<file path="config.mk">
export PLATFORM = sky130hd
export DESIGN_NAME = load_return_scoreboard_flat
export DESIGN_NICKNAME = d
export VERILOG_FILES = /design/src/rtl/load_return_scoreboard_if.sv /design/src/rtl/load_return_scoreboard.sv /design/src/flat_wrapper.sv
export SDC_FILE = /design/constraint.sdc
export NUM_CORES = 1
export LEC_CHECK = 0
export CAP_MARGIN = 20
export CELL_PAD_IN_SITES_DETAIL_PLACEMENT = 0
export CELL_PAD_IN_SITES_GLOBAL_PLACEMENT = 1
export CORE_MARGIN = 2
export CORE_UTILIZATION = 55
export CTS_BUF_LIST = sky130_fd_sc_hd__clkbuf_4 sky130_fd_sc_hd__clkbuf_8
export CTS_CLUSTER_SIZE = 28
export DETAILED_ROUTE_END_ITERATION = 6
export DONT_BUFFER_PORTS = 1
export PLACE_DENSITY = 0.89
export SETUP_SLACK_MARGIN = 0.2
export SKIP_CTS_REPAIR_TIMING = 1
export SYNTH_ARGS = -nofsm -noshare
export SYNTH_HDL_FRONTEND = slang
export SYNTH_SLANG_ARGS = --single-unit
</file>
<file path="constraint.sdc">
create_clock -name CLK -period 11.24 [get_ports CLK]
set_clock_uncertainty 0.15 [all_clocks]
set_input_delay 1.124 -clock CLK [delete_from_list [all_inputs] [get_ports CLK]]
set_output_delay 1.124 -clock CLK [all_outputs]
set_load 0.05 [all_outputs]
</file>
<file path="src/rtl/load_return_scoreboard_if.sv">
// load_return_scoreboard_if
//
// Purpose: groups every non-clock/reset signal of the load-return scoreboard.
//   The pipeline side uses the master modport. The scoreboard uses the slave
//   modport.
//
// Handshake semantics (the only valid/ready pair on this bundle):
//   - ISSUE_VALID/ISSUE_READY: a load is allocated on a rising CLK edge when
//     both are 1 in the cycle before that edge. ISSUE_READY depends only on
//     the scoreboard's registered occupancy, never on ISSUE_VALID. An
//     ISSUE_VALID seen while ISSUE_READY=0 is dropped, not held.
//   - RESP_VALID has no ready. It is a one-cycle pulse carrying RESP_DATA for
//     the oldest outstanding load.
//
// Signal summary
//   Issue:  ISSUE_VALID, ISSUE_RD (pipeline -> sb), ISSUE_READY (sb -> pipeline)
//   Return: RESP_VALID, RESP_DATA (memory/network -> sb)
//   Query:  Q_RS1, Q_RS2, Q_USE_RS1, Q_USE_RS2, Q_STORE (stage 3 -> sb)
//   Result: STALL, FWD1_EN, FWD1_DATA, FWD2_EN, FWD2_DATA (sb -> stage 3)
//   Retire: WB_VALID, WB_RD, WB_DATA (sb -> register file)
//   Status: ERR_SPURIOUS (sticky)
interface load_return_scoreboard_if #(
  parameter int REG_ADDR_W = 5,
  parameter int DATA_W     = 32
);
  logic                  ISSUE_VALID;
  logic [REG_ADDR_W-1:0] ISSUE_RD;
  logic                  ISSUE_READY;
  logic                  RESP_VALID;
  logic [DATA_W-1:0]     RESP_DATA;
  logic [REG_ADDR_W-1:0] Q_RS1;
  logic [REG_ADDR_W-1:0] Q_RS2;
  logic                  Q_USE_RS1;
  logic                  Q_USE_RS2;
  logic                  Q_STORE;
  logic                  STALL;
  logic                  FWD1_EN;
  logic [DATA_W-1:0]     FWD1_DATA;
  logic                  FWD2_EN;
  logic [DATA_W-1:0]     FWD2_DATA;
  logic                  WB_VALID;
  logic [REG_ADDR_W-1:0] WB_RD;
  logic [DATA_W-1:0]     WB_DATA;
  logic                  ERR_SPURIOUS;

  modport master (
    output ISSUE_VALID, ISSUE_RD, RESP_VALID, RESP_DATA,
           Q_RS1, Q_RS2, Q_USE_RS1, Q_USE_RS2, Q_STORE,
    input  ISSUE_READY, STALL, FWD1_EN, FWD1_DATA, FWD2_EN, FWD2_DATA,
           WB_VALID, WB_RD, WB_DATA, ERR_SPURIOUS
  );

  modport slave (
    input  ISSUE_VALID, ISSUE_RD, RESP_VALID, RESP_DATA,
           Q_RS1, Q_RS2, Q_USE_RS1, Q_USE_RS2, Q_STORE,
    output ISSUE_READY, STALL, FWD1_EN, FWD1_DATA, FWD2_EN, FWD2_DATA,
           WB_VALID, WB_RD, WB_DATA, ERR_SPURIOUS
  );
endinterface

</file>
<file path="src/rtl/load_return_scoreboard.sv">
// load_return_scoreboard
//
// Purpose: tracks variable-latency loads from issue in stage 4 until their
//   in-order data return. Stage-3 operands that name a still-outstanding load
//   destination stall the pipeline. Operands whose load data has returned but
//   not yet retired are forwarded. With STORE_LATE_BYPASS=1, the store-data
//   operand (rs2 of a store) may take response data in the same cycle it
//   returns.
//
// Ports
//   CLK    in  rising-edge clock
//   RESET  in  synchronous, active-high reset
//   bus    load_return_scoreboard_if.slave (issue, return, query, forward,
//          retire and error signals; see the interface header)
//
// Parameters
//   REG_ADDR_W, DATA_W   register address / data widths (must match the bus)
//   DEPTH                maximum outstanding loads, power of two, >= 2
//   STORE_LATE_BYPASS    1 = store data may bypass from RESP_DATA
module load_return_scoreboard #(
  parameter int REG_ADDR_W        = 5,
  parameter int DATA_W            = 32,
  parameter int DEPTH             = 4,
  parameter bit STORE_LATE_BYPASS = 1'b1
) (
  input logic                    CLK,
  input logic                    RESET,
  load_return_scoreboard_if.slave bus
);

  localparam int PTR_W = $clog2(DEPTH);
  localparam int CNT_W = PTR_W + 1;

  typedef logic [PTR_W-1:0] ptr_t;
  typedef logic [CNT_W-1:0] cnt_t;

  // Entry storage. An entry is valid when its age offset from head is below
  // count. The done bit is only meaningful for valid entries.
  logic [REG_ADDR_W-1:0] ent_rd   [DEPTH];
  logic [DATA_W-1:0]     ent_data [DEPTH];
  logic [DEPTH-1:0]      ent_done;

  ptr_t head;     // oldest valid entry
  ptr_t tail;     // next slot to allocate
  ptr_t fill;     // oldest not-done entry (next response target)
  cnt_t count;    // valid entries
  cnt_t pend;     // valid entries still waiting for data
  logic err_spurious;

  logic issue_ready;
  logic issue_fire;
  logic resp_fire;
  logic retire;

  // Per-operand lookup results, index 0 = rs1, 1 = rs2.
  logic [REG_ADDR_W-1:0] q_rs      [2];
  logic                  q_use     [2];
  logic                  req       [2];
  logic                  hit_ent   [2];
  ptr_t                  hit_idx   [2];
  logic                  hit_issue [2];
  logic                  pending   [2];
  logic                  fwd_ok    [2];
  logic                  late2;
  logic                  stall;

  // Occupancy is registered, so a retire in this cycle does not free a slot
  // for an issue in the same cycle.
  assign issue_ready = (count < cnt_t'(DEPTH));
  assign issue_fire  = bus.ISSUE_VALID && issue_ready;
  // A response fills an entry only if one is waiting; otherwise it is spurious.
  assign resp_fire   = bus.RESP_VALID && (pend != '0);
  assign retire      = (count != '0) && ent_done[head];

  assign q_rs[0]  = bus.Q_RS1;
  assign q_rs[1]  = bus.Q_RS2;
  assign q_use[0] = bus.Q_USE_RS1;
  assign q_use[1] = bus.Q_USE_RS2;

  // Youngest-match search. Entries are scanned oldest to youngest, so a later
  // hit overrides an earlier one. An accepted same-cycle issue is younger than
  // every stored entry, so it is tracked separately and takes priority.
  always_comb begin
    for (int n = 0; n < 2; n++) begin
      hit_ent[n]   = 1'b0;
      hit_idx[n]   = '0;
      req[n]       = q_use[n] && (q_rs[n] != '0);
      hit_issue[n] = issue_fire && (bus.ISSUE_RD == q_rs[n]);
      for (int k = 0; k < DEPTH; k++) begin
        if ((cnt_t'(k) < count) && (ent_rd[head + ptr_t'(k)] == q_rs[n])) begin
          hit_ent[n] = 1'b1;
          hit_idx[n] = head + ptr_t'(k);
        end
      end
      pending[n] = req[n] && (hit_issue[n] || (hit_ent[n] && !ent_done[hit_idx[n]]));
      fwd_ok[n]  = req[n] && !hit_issue[n] && hit_ent[n] && ent_done[hit_idx[n]];
    end
  end

  // Store data may take the response in flight, but only if the response
  // fills exactly the entry the operand is waiting on. If rs1 is pending, the
  // instruction stalls anyway, so the bypass is suppressed.
  always_comb begin
    late2 = STORE_LATE_BYPASS && bus.Q_STORE && resp_fire && pending[1]
            && !hit_issue[1] && (hit_idx[1] == fill) && !pending[0];
    stall = pending[0] || (pending[1] && !late2);
  end

  always_comb begin
    bus.STALL     = stall;
    bus.FWD1_EN   = 1'b0;
    bus.FWD1_DATA = '0;
    bus.FWD2_EN   = 1'b0;
    bus.FWD2_DATA = '0;
    if (!stall) begin
      if (fwd_ok[0]) begin
        bus.FWD1_EN   = 1'b1;
        bus.FWD1_DATA = ent_data[hit_idx[0]];
      end
      if (late2) begin
        bus.FWD2_EN   = 1'b1;
        bus.FWD2_DATA = bus.RESP_DATA;
      end else if (fwd_ok[1]) begin
        bus.FWD2_EN   = 1'b1;
        bus.FWD2_DATA = ent_data[hit_idx[1]];
      end
    end
  end

  // Writeback of the head entry. Loads to r0 still retire (freeing the slot)
  // but are not presented to the register file.
  always_comb begin
    bus.WB_VALID = retire && (ent_rd[head] != '0);
    bus.WB_RD    = '0;
    bus.WB_DATA  = '0;
    if (bus.WB_VALID) begin
      bus.WB_RD   = ent_rd[head];
      bus.WB_DATA = ent_data[head];
    end
  end

  assign bus.ISSUE_READY  = issue_ready;
  assign bus.ERR_SPURIOUS = err_spurious;

  // Issue writes the tail slot and the response writes the fill slot. These
  // never coincide: a response needs a valid not-done entry, and the tail is
  // only valid when the buffer is full, which blocks issue.
  always_ff @(posedge CLK) begin
    if (RESET) begin
      head         <= '0;
      tail         <= '0;
      fill         <= '0;
      count        <= '0;
      pend         <= '0;
      ent_done     <= '0;
      err_spurious <= 1'b0;
      for (int i = 0; i < DEPTH; i++) begin
        ent_rd[i]   <= '0;
        ent_data[i] <= '0;
      end
    end else begin
      if (issue_fire) begin
        ent_rd[tail]   <= bus.ISSUE_RD;
        ent_done[tail] <= 1'b0;
        tail           <= tail + ptr_t'(1);
      end
      if (resp_fire) begin
        ent_data[fill] <= bus.RESP_DATA;
        ent_done[fill] <= 1'b1;
        fill           <= fill + ptr_t'(1);
      end
      if (retire) begin
        head <= head + ptr_t'(1);
      end
      count <= count + cnt_t'(issue_fire) - cnt_t'(retire);
      pend  <= pend + cnt_t'(issue_fire) - cnt_t'(resp_fire);
      if (bus.RESP_VALID && (pend == '0)) begin
        err_spurious <= 1'b1;
      end
    end
  end

endmodule

</file>
<file path="src/flat_wrapper.sv">
// flat-port wrapper written by rule: the top's interface ports become plain ports
module load_return_scoreboard_flat 
#(
  parameter int REG_ADDR_W        = 5,
  parameter int DATA_W            = 32,
  parameter int DEPTH             = 4,
  parameter bit STORE_LATE_BYPASS = 1'b1
)
  (CLK, RESET, bus_ISSUE_VALID, bus_ISSUE_RD, bus_RESP_VALID, bus_RESP_DATA, bus_Q_RS1, bus_Q_RS2, bus_Q_USE_RS1, bus_Q_USE_RS2, bus_Q_STORE, bus_ISSUE_READY, bus_STALL, bus_FWD1_EN, bus_FWD1_DATA, bus_FWD2_EN, bus_FWD2_DATA, bus_WB_VALID, bus_WB_RD, bus_WB_DATA, bus_ERR_SPURIOUS);
  load_return_scoreboard_if #(.REG_ADDR_W(REG_ADDR_W), .DATA_W(DATA_W)) bus_i ();
  input logic CLK;
  input logic RESET;
  input wire logic [$bits(bus_i.ISSUE_VALID)-1:0] bus_ISSUE_VALID;
  input wire logic [$bits(bus_i.ISSUE_RD)-1:0] bus_ISSUE_RD;
  input wire logic [$bits(bus_i.RESP_VALID)-1:0] bus_RESP_VALID;
  input wire logic [$bits(bus_i.RESP_DATA)-1:0] bus_RESP_DATA;
  input wire logic [$bits(bus_i.Q_RS1)-1:0] bus_Q_RS1;
  input wire logic [$bits(bus_i.Q_RS2)-1:0] bus_Q_RS2;
  input wire logic [$bits(bus_i.Q_USE_RS1)-1:0] bus_Q_USE_RS1;
  input wire logic [$bits(bus_i.Q_USE_RS2)-1:0] bus_Q_USE_RS2;
  input wire logic [$bits(bus_i.Q_STORE)-1:0] bus_Q_STORE;
  output wire logic [$bits(bus_i.ISSUE_READY)-1:0] bus_ISSUE_READY;
  output wire logic [$bits(bus_i.STALL)-1:0] bus_STALL;
  output wire logic [$bits(bus_i.FWD1_EN)-1:0] bus_FWD1_EN;
  output wire logic [$bits(bus_i.FWD1_DATA)-1:0] bus_FWD1_DATA;
  output wire logic [$bits(bus_i.FWD2_EN)-1:0] bus_FWD2_EN;
  output wire logic [$bits(bus_i.FWD2_DATA)-1:0] bus_FWD2_DATA;
  output wire logic [$bits(bus_i.WB_VALID)-1:0] bus_WB_VALID;
  output wire logic [$bits(bus_i.WB_RD)-1:0] bus_WB_RD;
  output wire logic [$bits(bus_i.WB_DATA)-1:0] bus_WB_DATA;
  output wire logic [$bits(bus_i.ERR_SPURIOUS)-1:0] bus_ERR_SPURIOUS;
  assign bus_i.ISSUE_VALID = bus_ISSUE_VALID;
  assign bus_i.ISSUE_RD = bus_ISSUE_RD;
  assign bus_i.RESP_VALID = bus_RESP_VALID;
  assign bus_i.RESP_DATA = bus_RESP_DATA;
  assign bus_i.Q_RS1 = bus_Q_RS1;
  assign bus_i.Q_RS2 = bus_Q_RS2;
  assign bus_i.Q_USE_RS1 = bus_Q_USE_RS1;
  assign bus_i.Q_USE_RS2 = bus_Q_USE_RS2;
  assign bus_i.Q_STORE = bus_Q_STORE;
  assign bus_ISSUE_READY = bus_i.ISSUE_READY;
  assign bus_STALL = bus_i.STALL;
  assign bus_FWD1_EN = bus_i.FWD1_EN;
  assign bus_FWD1_DATA = bus_i.FWD1_DATA;
  assign bus_FWD2_EN = bus_i.FWD2_EN;
  assign bus_FWD2_DATA = bus_i.FWD2_DATA;
  assign bus_WB_VALID = bus_i.WB_VALID;
  assign bus_WB_RD = bus_i.WB_RD;
  assign bus_WB_DATA = bus_i.WB_DATA;
  assign bus_ERR_SPURIOUS = bus_i.ERR_SPURIOUS;
  load_return_scoreboard #(.REG_ADDR_W(REG_ADDR_W), .DATA_W(DATA_W), .DEPTH(DEPTH), .STORE_LATE_BYPASS(STORE_LATE_BYPASS)) u_core (.CLK(CLK), .RESET(RESET), .bus(bus_i));
endmodule
</file>
Yosys cells after proc, flatten, opt, wreduce, memory -nomap -nowiden
Memory sizes are Yosys's and may differ from the RTL's. A register that Yosys moved wholly into a read port is not among the register bits.
Index checks and enable logic that the tools add are counted.
{ "word_totals": {"reg_bits": 17, "mem_bits_rw": 148, "mem_count": 2, "in_bits": 54, "out_inout_bits": 107} }
{ "classes": {"n_bitwise": 3, "n_mux": 59, "magnitude_cmp": 12, "eq_ne": 11, "n_reduce_logical": 52, "n_addsub": 9} }
{ "memory_table": {"columns": ["memory", "words", "width", "rd", "rd_clocked_by_memory_dff", "wr", "line_no", "rtl"], "rows": [
  ["u_core.ent_data", 4, 32, 3, 1, 4, "load_return_scoreboard.sv:40", "logic [DATA_W-1:0] ent_data [DEPTH];"],
  ["u_core.ent_rd", 4, 5, 4, 1, 4, "load_return_scoreboard.sv:39", "logic [REG_ADDR_W-1:0] ent_rd [DEPTH];"]
]} }
{ "op_table": {"columns": ["op", "n"], "rows": [
  ["32-bit 2-to-1 mux", 7],
  ["5-bit equality test", 10],
  ["1-bit logical AND", 35],
  ["32-bit OR reduction", 1],
  ["1-bit 2-to-1 mux", 28],
  ["2-bit 2-to-1 mux", 14],
  ["2-bit by 3-bit < comparator with 1-bit output, second input constant", 5],
  ["5-bit nonzero test", 3],
  ["4-bit 2-to-1 mux", 3],
  ["5-bit 2-to-1 mux", 2],
  ["2-bit by 1-bit adder with 2-bit output, second input constant", 3],
  ["3-bit by 1-bit adder with 3-bit output", 2],
  ["1-bit binary-select mux with 2-bit select", 3],
  ["1-bit logical NOT", 6],
  ["1-bit by 3-bit < comparator with 1-bit output, first input constant", 2],
  ["2-bit by 3-bit < comparator with 1-bit output, first input constant", 2],
  ["3-bit nonzero test", 2],
  ["3-bit by 1-bit subtractor with 3-bit output", 2],
  ["5-bit OR reduction", 1],
  ["2-bit adder, second input constant", 2],
  ["4-bit AND", 1],
  ["1-bit demux with 2-bit select", 2],
  ["2-bit by 1-bit greater-or-equal comparator with 1-bit output, second input constant", 2],
  ["4-bit NOT", 1],
  ["5 further kinds", 7]
]} }

Longest topological paths before layout
Gate-level depths: netlist of the first run.
An unclocked memory read counts as a cell.
{ "logic_depth": {"depth_word": 21, "ltp_mapped": 17, "mapped_depth_nobuf": 12} }

Worst setup path before layout of the first run
Ideal clock, no wire load.
{ "synth_path": {"path_type": "input -> output", "start": "input port bus_Q_RS2[1]", "end": "output port bus_FWD2_DATA[10]", "path_slack_ps": 5633, "path_stages": 12, "t_required_ps": 9966, "arrival_time_ps": 4333, "path_cell_list": "clkbuf_1 > xnor2_1 > nor4_4 > a32oi_1 > or3_1 > a21oi_1 > a211oi_4 > mux2i_2 > o21ai_4 > a21o_2 > buf_6 > nor2_1"} }
{ "synth_via": {"elab_chain_cells": 20, "word_cells_on_any_way": 42, "classes_between": "eq/ne (6); mux (13); reduce/logical (22); memory (1)"} }
{ "synth_lines": {"columns": ["element", "line_no", "rtl"], "rows": [
  ["from (decl)", "flat_wrapper.sv:18", "input wire logic [$bits(bus_i.Q_RS2)-1:0] bus_Q_RS2;"],
  ["5-bit equality test", "load_return_scoreboard.sv:90", "if ((cnt_t'(k) < count) && (ent_rd[head + ptr_t'(k)] == q_rs[n])) begin"],
  ["1-bit logical AND", "load_return_scoreboard.sv:90", null],
  ["2-bit 2-to-1 mux (4 in series)", "load_return_scoreboard.sv:90", null],
  ["1-bit binary-select mux with 2-bit select", "load_return_scoreboard.sv:95", "pending[n] = req[n] && (hit_issue[n] || (hit_ent[n] && !ent_done[hit_idx[n]]));"],
  ["1-bit 2-to-1 mux (implied by the code)", "load_return_scoreboard.sv:95", null],
  ["1-bit logical NOT", "load_return_scoreboard.sv:95", null],
  ["1-bit logical AND", "load_return_scoreboard.sv:95", null],
  ["1-bit logical OR", "load_return_scoreboard.sv:95", null],
  ["1-bit logical AND", "load_return_scoreboard.sv:95", null],
  ["1-bit logical AND", "load_return_scoreboard.sv:104", "late2 = STORE_LATE_BYPASS && bus.Q_STORE && resp_fire && pending[1]"],
  ["1-bit logical AND (3 in series)", "load_return_scoreboard.sv:105", "&& !hit_issue[1] && (hit_idx[1] == fill) && !pending[0];"],
  ["1-bit logical NOT", "load_return_scoreboard.sv:106", "stall = pending[0] || (pending[1] && !late2);"],
  ["1-bit logical AND (*)", "load_return_scoreboard.sv:106", null],
  ["1-bit logical OR (*)", "load_return_scoreboard.sv:106", null],
  ["via bus_STALL", "flat_wrapper.sv:23", "output wire logic [$bits(bus_i.STALL)-1:0] bus_STALL;"],
  ["32-bit 2-to-1 mux (*)", "load_return_scoreboard.sv:115", "if (!stall) begin"],
  ["to (decl)", "flat_wrapper.sv:27", "output wire logic [$bits(bus_i.FWD2_DATA)-1:0] bus_FWD2_DATA;"]
]} }
The timed path passes the listed nets; every way through them passes the cells marked *. The select of a mux whose other input is x is not followed.

Worst setup path in the final report of the first run
{ "layout_path": {"start": "register u_core.head[1]", "end": "output port bus_FWD2_DATA[0]"} }
{ "layout_via": {"elab_chain_cells": 21, "word_cells_on_any_way": 57, "classes_between": "add/sub (3); eq/ne (7); mux (21); reduce/logical (24); memory (2)"} }
{ "layout_lines": {"columns": ["element", "line_no", "rtl"], "rows": [
  ["from (decl)", "load_return_scoreboard.sv:43", "ptr_t head;"],
  ["from (signal assigned)", "load_return_scoreboard.sv:173", "head <= head + ptr_t'(1);"],
  ["2-bit by 1-bit adder with 2-bit output", "load_return_scoreboard.sv:90, load_return_scoreboard.sv:92", null],
  ["memory 4 x 5 bit", null, null],
  ["5-bit equality test", "load_return_scoreboard.sv:90", null],
  ["1-bit logical AND", "load_return_scoreboard.sv:90", null],
  ["2-bit 2-to-1 mux (3 in series)", "load_return_scoreboard.sv:90", null],
  ["1-bit binary-select mux with 2-bit select", "load_return_scoreboard.sv:95", null],
  ["1-bit 2-to-1 mux (implied by the code)", "load_return_scoreboard.sv:95", null],
  ["1-bit logical NOT", "load_return_scoreboard.sv:95", null],
  ["[2 not listed]", null, null],
  ["1-bit logical AND", "load_return_scoreboard.sv:95", null],
  ["1-bit logical AND", "load_return_scoreboard.sv:104", null],
  ["1-bit logical AND (3 in series)", "load_return_scoreboard.sv:105", null],
  ["1-bit logical NOT", "load_return_scoreboard.sv:106", null],
  ["1-bit logical AND", "load_return_scoreboard.sv:106", null],
  ["1-bit logical OR (*)", "load_return_scoreboard.sv:106", null],
  ["via bus_STALL", "flat_wrapper.sv:23", null],
  ["32-bit 2-to-1 mux (*)", "load_return_scoreboard.sv:115", null]
]} }
Marks and branches as above.

==> results by group, run 1 <==
Run status
  • Status: finished clean

Floorplanning
  • Core area: 21890 µm²
  • Initial Util: 56.31%
  • Die width: 153.7 µm
  • Die H: 153.7 µm
  • Ports: 161
  • FP Rows: 54
  • Die area: 23630 µm²

Worst setup path
  • Max stage delay on crit path: 0.91 ns
  • CP Capture Type: output pin
  • Reg-to-reg startpoint: u_core.pend[1]
  • WS Path Type: reg2out
  • CP Cell Sequence: buf_4 -> mux2i_1 -> xnor2_1 -> nand3b_1 -> a211o_1 -> a21oi_1 -> mux2i_4 -> buf_4 -> mux2i_1 -> and2_1 -> o32ai_4 -> buf_4 -> a21o_2 -> nor2_1
  • Most common cell on crit path: buf_4
  • Worst EP required: 9.97 ns
  • Critical-path top delay cell: nor2_1
  • CP Launch Type: flop
  • CP Launch Point: u_core.head[1]
  • CP arrival: 6.42 ns
  • Worst-path fanout max: 65

Clock network
  • Clock-pin slew on the worst setup and hold paths: 0.10 ns
  • CTS tree: done
  • CTS Sinks: 167
  • Clock Latency Late Sink: 0.47 ns
  • Clock root buffer: clkbuf_8
  • CTS HTree Levels: 4
  • CTS Buffer Depth: 2
  • CTS buffer count: 17

Global routing
  • Most used routing layer: met2
  • GRT met3 Usage: 5.750%
  • GRT Util Overall: 27.20%
  • GRT overflow: 0
  • GR Layer Usage met1: 34.80%
  • Initial antenna violation count: 0
  • M2 GR Usage: 45.54%
  • Vias in the first global route: 8547
  • Largest net degree at the start of global routing: 67
  • Global-route wire length before repair: 49620 µm

Place
  • Final GP Congestion: 0.9317
  • Placed Area: 12400 µm²
  • I/O Buffers: 0
  • DP HPWL: 20710 µm

Synthesis
  • Leading area contributor after synthesis: edfxtp_1
  • Mapped Cells: 1101
  • EDFF count, synth: 148
  • Unique masters post-synth: 65
  • Number of synthesized register bits: 167
  • Avg Inst Size Synth: 11.20 µm²
  • Synth Flop Type: edfxtp_1
  • Ys async rst share: 0%
  • Synthesized area: 12330 µm²
  • Post-synth top area share: 36.05%
  • Post-Syn Nets: 1171
  • Sequential area share after synthesis: 39.14%
  • Yosys warning count: 0
  • Top cells by area, synth: edfxtp_1 (36%), mux4_2 (8.8%), and2_1 (7.6%)

STA
  • Period utilization: 68.50%
  • Pins Over Slew Limit: 0
  • Final Hold Fails: 0
  • Final setup vio count: 0
  • Unrepaired setup endpoints after global routing: false
  • Setup TNS: 0 ns
  • Worst Tran Pin Value: 1.085 ns
  • Highest Clock Rate: 129.9 MHz
  • Final min period: 7.699 ns
  • Max_slew headroom: 27.54%

Power and ir drop
  • P_leak: 4.684 nW
  • VDD IR max: 0.1082 mV
  • PD cells: 153.8 nW/µm²
  • Total power: 1.972 mW

Route
  • Vias per cell: 6.322
  • Pre-antenna DRT Iters: 7
  • Routed WL per cell: 24.13 µm
  • DRC Markers: 0
  • Routed Antenna Nets: 0
  • Via Count: 8459
  • WL final: 32290 µm
  • Iter 0 DRT Violations: 749

Cells and area
  • Fin area: 12820 µm²
  • Area Growth Syn to Fin: 3.968%
  • FILL cells: 1837
  • ANT cells: 0
  • Share of cells above drive strength 1: 22.12%
  • Final nets: 1115

Hold path
  • Hold Startpoint: u_core.pend[1]
  • Worst Hold Class: reg2reg

Run
  • # Max-Cap Violations: 0
per-layer routing:
metal	share of wire, %	up-vias
met5	0	-
met4	3.1	0
met3	7.7	54
met2	49	352
met1	40	4163
li1	-	3890
where the power goes:
part           internal, mW  switching (mW)
Sequential            0.765          0.0721
Clock                 0.202           0.242
Combinational         0.280           0.410
Total                  1.25           0.724
layout make-up:
cell class,instances,area (µm²),area share (%)
clock buffer,17,234.0,1.826
clock inverter,15,163.9,1.279
inverter,19,71.32,0.5565
multi-input combinational,825,7044,54.96
sequential,167,4827,37.66
tap,280,350.3,2.734
timing repair buffer,15,125.1,0.9763
kinds of logic after synthesis:
logic type	Yosys count	synth area share (%)
adders and majority gates	16	1.746
muxes	203	22.12
AOI/OAI and AO/OA	159	10.56
buffers and inverters	109	4.436
xor gates and xnor gates	68	4.831
DFF	167	39.14
and+or+nand+nor	379	17.17
final timing paths:
check                               end  slack (ns)  depth (start not counted)
hold / removal           u_core.pend[2]        0.44                          2
setup / recovery       bus_FWD2_DATA[0]        3.54                         14
setup reg to reg  u_core.ent_data[2][8]        7.85                          6
hold reg to reg          u_core.pend[2]        0.44                          2
cell usage in the layout (no fill, tap or decap), types with 33 or more instances in the layout:
master	count
nor2_1	41
xnor2_1	41
and2_1	150
o211a_1	33
edfxtp_1	148
nor2b_1	44
o21ai_0	41
nand2_1	74
mux2i_1	85
mux4_2	48
mux2_2	66
through the flow:
step / hold slack [ns] / cells / utilization [%] / setup WS (ns)
after floorplan: 0.3314 / 1101 / - / 5.633
final: 0.4354 / 1338 / 58.54 / 3.541
after global routing: 0.4714 / 1338 / 58.54 / 3.070
after CTS: 0.4374 / 1337 / 58.45 / 3.531
after detailed placement: 0.4174 / 1305 / 56.64 / 4.050
after global placement: 0.4050 / 1305 / 56.64 / 4.202
critical path, delay by kind of cell, from the launching register on:
kind | cells | cell delay, ns
flops | 1 | 0.69
xor+xnor | 1 | 0.11
mux | 3 | 1.14
buf+inv | 3 | 1.32
compound gates | 4 | 1.36
simple gates | 3 | 1.31
synth_stat cells (3+ instances only):
master       n
and2_1     150
edfxtp_1   148
mux2i_1     86
nand2_1     74
mux2_2      66
clkbuf_1    52
mux4_2      48
nor2b_1     45
o21ai_0     42
nor2_1      41
xnor2_1     41
o211a_1     33
xor2_1      27
a22oi_2     21
nor2_2      20
dfxtp_1     19
inv_1       19
a22oi_1     14
buf_2       14
ha_1        14
buf_6       12
nor3_1      12
a21oi_1     11
or2_2        8
buf_4        7
nand3_1      5
nor4_1       5
a221oi_1     4
buf_1        4
a211oi_1     3
a31o_2       3
mux2i_2      3
nand2b_1     3
o2111ai_1    3
or3_1        3
or4_1        3
state kept, by name, indices dropped and copies added (netlist names), named ones only:
signal / count
u_core.ent_data: 128
u_core.head: 2
u_core.pend: 3
u_core.fill: 2
u_core.count: 3
u_core.ent_done: 4
u_core.tail: 2
u_core.bus.ERR_SPURIOUS: 1
u_core.ent_rd: 20
Note: power is estimated with default switching activity, not from simulation.
==> run 2, diff against run 1 <==
Settings changed: ABC_AREA set to 1, CORE_UTILIZATION 55 to 43, PLACE_DENSITY 0.89 to 0.83.
Clock period 11.24 ns to 7 ns, I/O delays scaled along.
==> run 2 against run 1 <==
  * Core utilization is 9.8 points lower
  * Critical endpoint is now bus_FWD1_DATA[12]
  * Via count up 50%
  * Register-to-register slack got worse by 4.5 ns
  * Cell count increased by 69%
  * The flow now finishes with violations (DRC)
  * Cell area is 8.8% higher
  * Setup slack got worse by 2.9 ns
  * Combinational power grew to 2.6 times the previous value
  * Total power increased by 98%
  * Critical path depth increased by 9
==> results by group, run 2 <==
Run status
  • Status: complete, but fails checks
  • Failing checks: DRC

Global routing
  • GRT overflow: 0
  • Vias in the first global route: 12020
  • Initial antenna violation count: 2
  • GRT Util Overall: 28.76%
  • Global-route wire length before repair: 67930 µm
  • Largest net degree at the start of global routing: 75

Clock network
  • CTS buffer count: 17
  • Clock Latency Late Sink: 0.48 ns
  • Clock-pin slew on the worst setup and hold paths: 0.09 ns
  • CTS HTree Levels: 4
  • Clock root buffer: clkbuf_8
  • CTS Buffer Depth: 2
  • CTS tree: done
  • CTS Sinks: 167

Route
  • Vias per cell: 5.594
  • Routed Antenna Nets: 0
  • WL final: 43390 µm
  • Via Count: 12680
  • Iter 0 DRT Violations: 1759
  • DRC Markers: 16
  • Routed WL per cell: 19.15 µm
  • Pre-antenna DRT Iters: 7

Cells and area
  • FILL cells: 2862
  • Fin area: 13940 µm²
  • Share of cells above drive strength 1: 14.30%
  • Max reg flops: 128
  • Flip-flop and latch area: 4826 µm²
  • Top reg by flops: u_core.ent_data
  • Top flop regs: u_core.ent_data (128), u_core.ent_rd (20), u_core.ent_done (4)
  • Most common cell after layout, fill and taps aside: nand2_1
  • Post-layout util: 48.71%
  • Final nets: 1939
  • Area occupied by multi-input gates: 6726 µm²
  • Most frequent cells in the layout: nand2_1 (510), nor2_1 (333), edfxtp_1 (148), inv_1 (144), nand3_1 (134)
  • Area Growth Syn to Fin: 11.74%

Synthesis
  • Number of synthesized register bits: 167
  • Top cells by area, synth: edfxtp_1 (36%), nand2_1 (15%), nor2_1 (10%)
  • Post-synth top area share: 35.62%
  • Sequential area share after synthesis: 38.67%
  • Commonest cells post-synth: nand2_1 (514), nor2_1 (333), edfxtp_1 (148), inv_1 (145), nand3_1 (134)
  • Most frequent cell after synthesis: nand2_1
  • EDFF count, synth: 148
  • Post-Syn Nets: 1906
  • Leading area contributor after synthesis: edfxtp_1
  • Ys async rst share: 0%
  • Yosys warning count: 0
  • Avg Inst Size Synth: 6.796 µm²
  • Mapped Cells: 1836
  • Unique masters post-synth: 42
  • Synth Flop Type: edfxtp_1
  • Synthesized area: 12480 µm²

STA
  • Final Hold Fails: 0
  • Period utilization: 90.18%
  • Worst Tran Pin Value: 1.141 ns
  • Unrepaired setup endpoints after global routing: false
  • Final setup vio count: 0
  • Max_slew headroom: 23.97%
  • Pins Over Slew Limit: 0
  • Final min period: 6.312 ns
  • Setup TNS: 0 ns
  • Highest Clock Rate: 158.4 MHz

Floorplanning
  • Die H: 174.3 µm
  • Ports: 161
  • Die width: 174.3 µm
  • Initial Util: 43.59%
  • Die area: 30390 µm²
  • Core area: 28630 µm²
  • FP Rows: 62

Place
  • Placed Area: 13510 µm²
  • DP HPWL: 28770 µm
  • I/O Buffers: 0
  • Final GP Congestion: 0.9365

Worst setup path
  • CP Launch Type: flop
  • R2r setup slk: 3.34 ns
  • Worst EP required: 6.15 ns
  • WS Path Type: reg2out
  • Worst-path fanout max: 74
  • CP Capture Type: output pin
  • CP arrival: 5.46 ns

Power and ir drop
  • P_leak: 6.442 nW
  • PD cells: 280.6 nW/µm²
  • VDD IR max: 0.1502 mV

Run
  • # Max-Cap Violations: 0

Hold path
  • Worst Hold Class: in2reg
## run 2: worst max-delay path, stage by stage (launching register included)
cell and delay (ns):
dfxtp_1 0.30, buf_4 0.24, inv_2 0.47, nand2_1 0.21, nand2_4 0.23, nand2_1 0.14, nand3_1 0.10, nand2_1 0.05
nor2_1 0.10, nand3_1 0.23, nand2_1 0.18, nand3_2 0.15, nand2_4 0.59, nand2_1 0.12, nand2_1 0.09, nand2_1 0.07
nand3_2 0.13, nand2_2 0.09, nand2_8 0.13, nand2_8 0.15, nand2_4 0.25, nand2_4 0.40, nor2_2 0.28, buf_4 0.23
## run 2: final timing paths
kind	from	to	cells after the start
worst max register to register	u_core.pend[1]	u_core.ent_data[0][31]	7
worst max-delay path	u_core.head[0]	bus_FWD1_DATA[12]	23
worst min-delay path	RESET	u_core.count[1]	1
worst min register to register	u_core.pend[1]	u_core.pend[2]	1
## run 2: layout make-up
type / instances / share of cell area [%]
Clock inverter: 12 / 1.032
Multi-Input combinational cell: 1406 / 48.25
Tap cell: 384 / 3.446
Sequential cell: 167 / 34.61
Antenna cell: 1 / 0.01795
Inverter: 154 / 4.146
Clock buffer: 19 / 1.786
Timing Repair Buffer: 123 / 6.713
## run 2: where the power goes
part	total (mW)	switching (mW)	internal [mW]
clock network	0.719	0.389	0.330
registers	1.43	0.148	1.28
logic	1.76	1.29	0.472
## run 2: through the flow
step | setup WS (ns) | power, mW | cells | hold slack [ns]
6_report | 0.6875 | 3.912 | 2266 | 0.1309
3_5_place_dp | 1.249 | 3.175 | 2231 | 0.3535
3_3_place_gp | 1.352 | 3.150 | 2230 | 0.3465
5_1_grt | 0.2013 | 4.177 | 2265 | 0.1107
4_1_cts | 0.7190 | 3.879 | 2262 | 0.1179
2_1_floorplan | 2.667 | 2.678 | 1836 | 0.3177
## run 2: logic make-up (layout without fill, tap and decap cells)
group                    Yosys count  in the layout  share of synthesized area, %
flip-flops                       167            167                         38.67
buffers and inverters            263            308                         8.945
AND/OR/NAND/NOR                 1066           1066                         35.83
AO/OA/AOI/OAI                    318            318                         14.41
other                              0              1                             0
XOR/XNOR                           6              6                        0.4212
adder cells (fa/ha/maj)           16             16                         1.725
## run 2: layer usage
metal | global-route usage [%] | up-vias | wire (µm)
li1 | - | 6068 | -
met4 | 10.01 | 0 | 1130
met2 | 43.30 | 688 | 19000
met1 | 40.65 | 5839 | 18830
met3 | 6.430 | 80 | 4429
met5 | 0 | - | 0
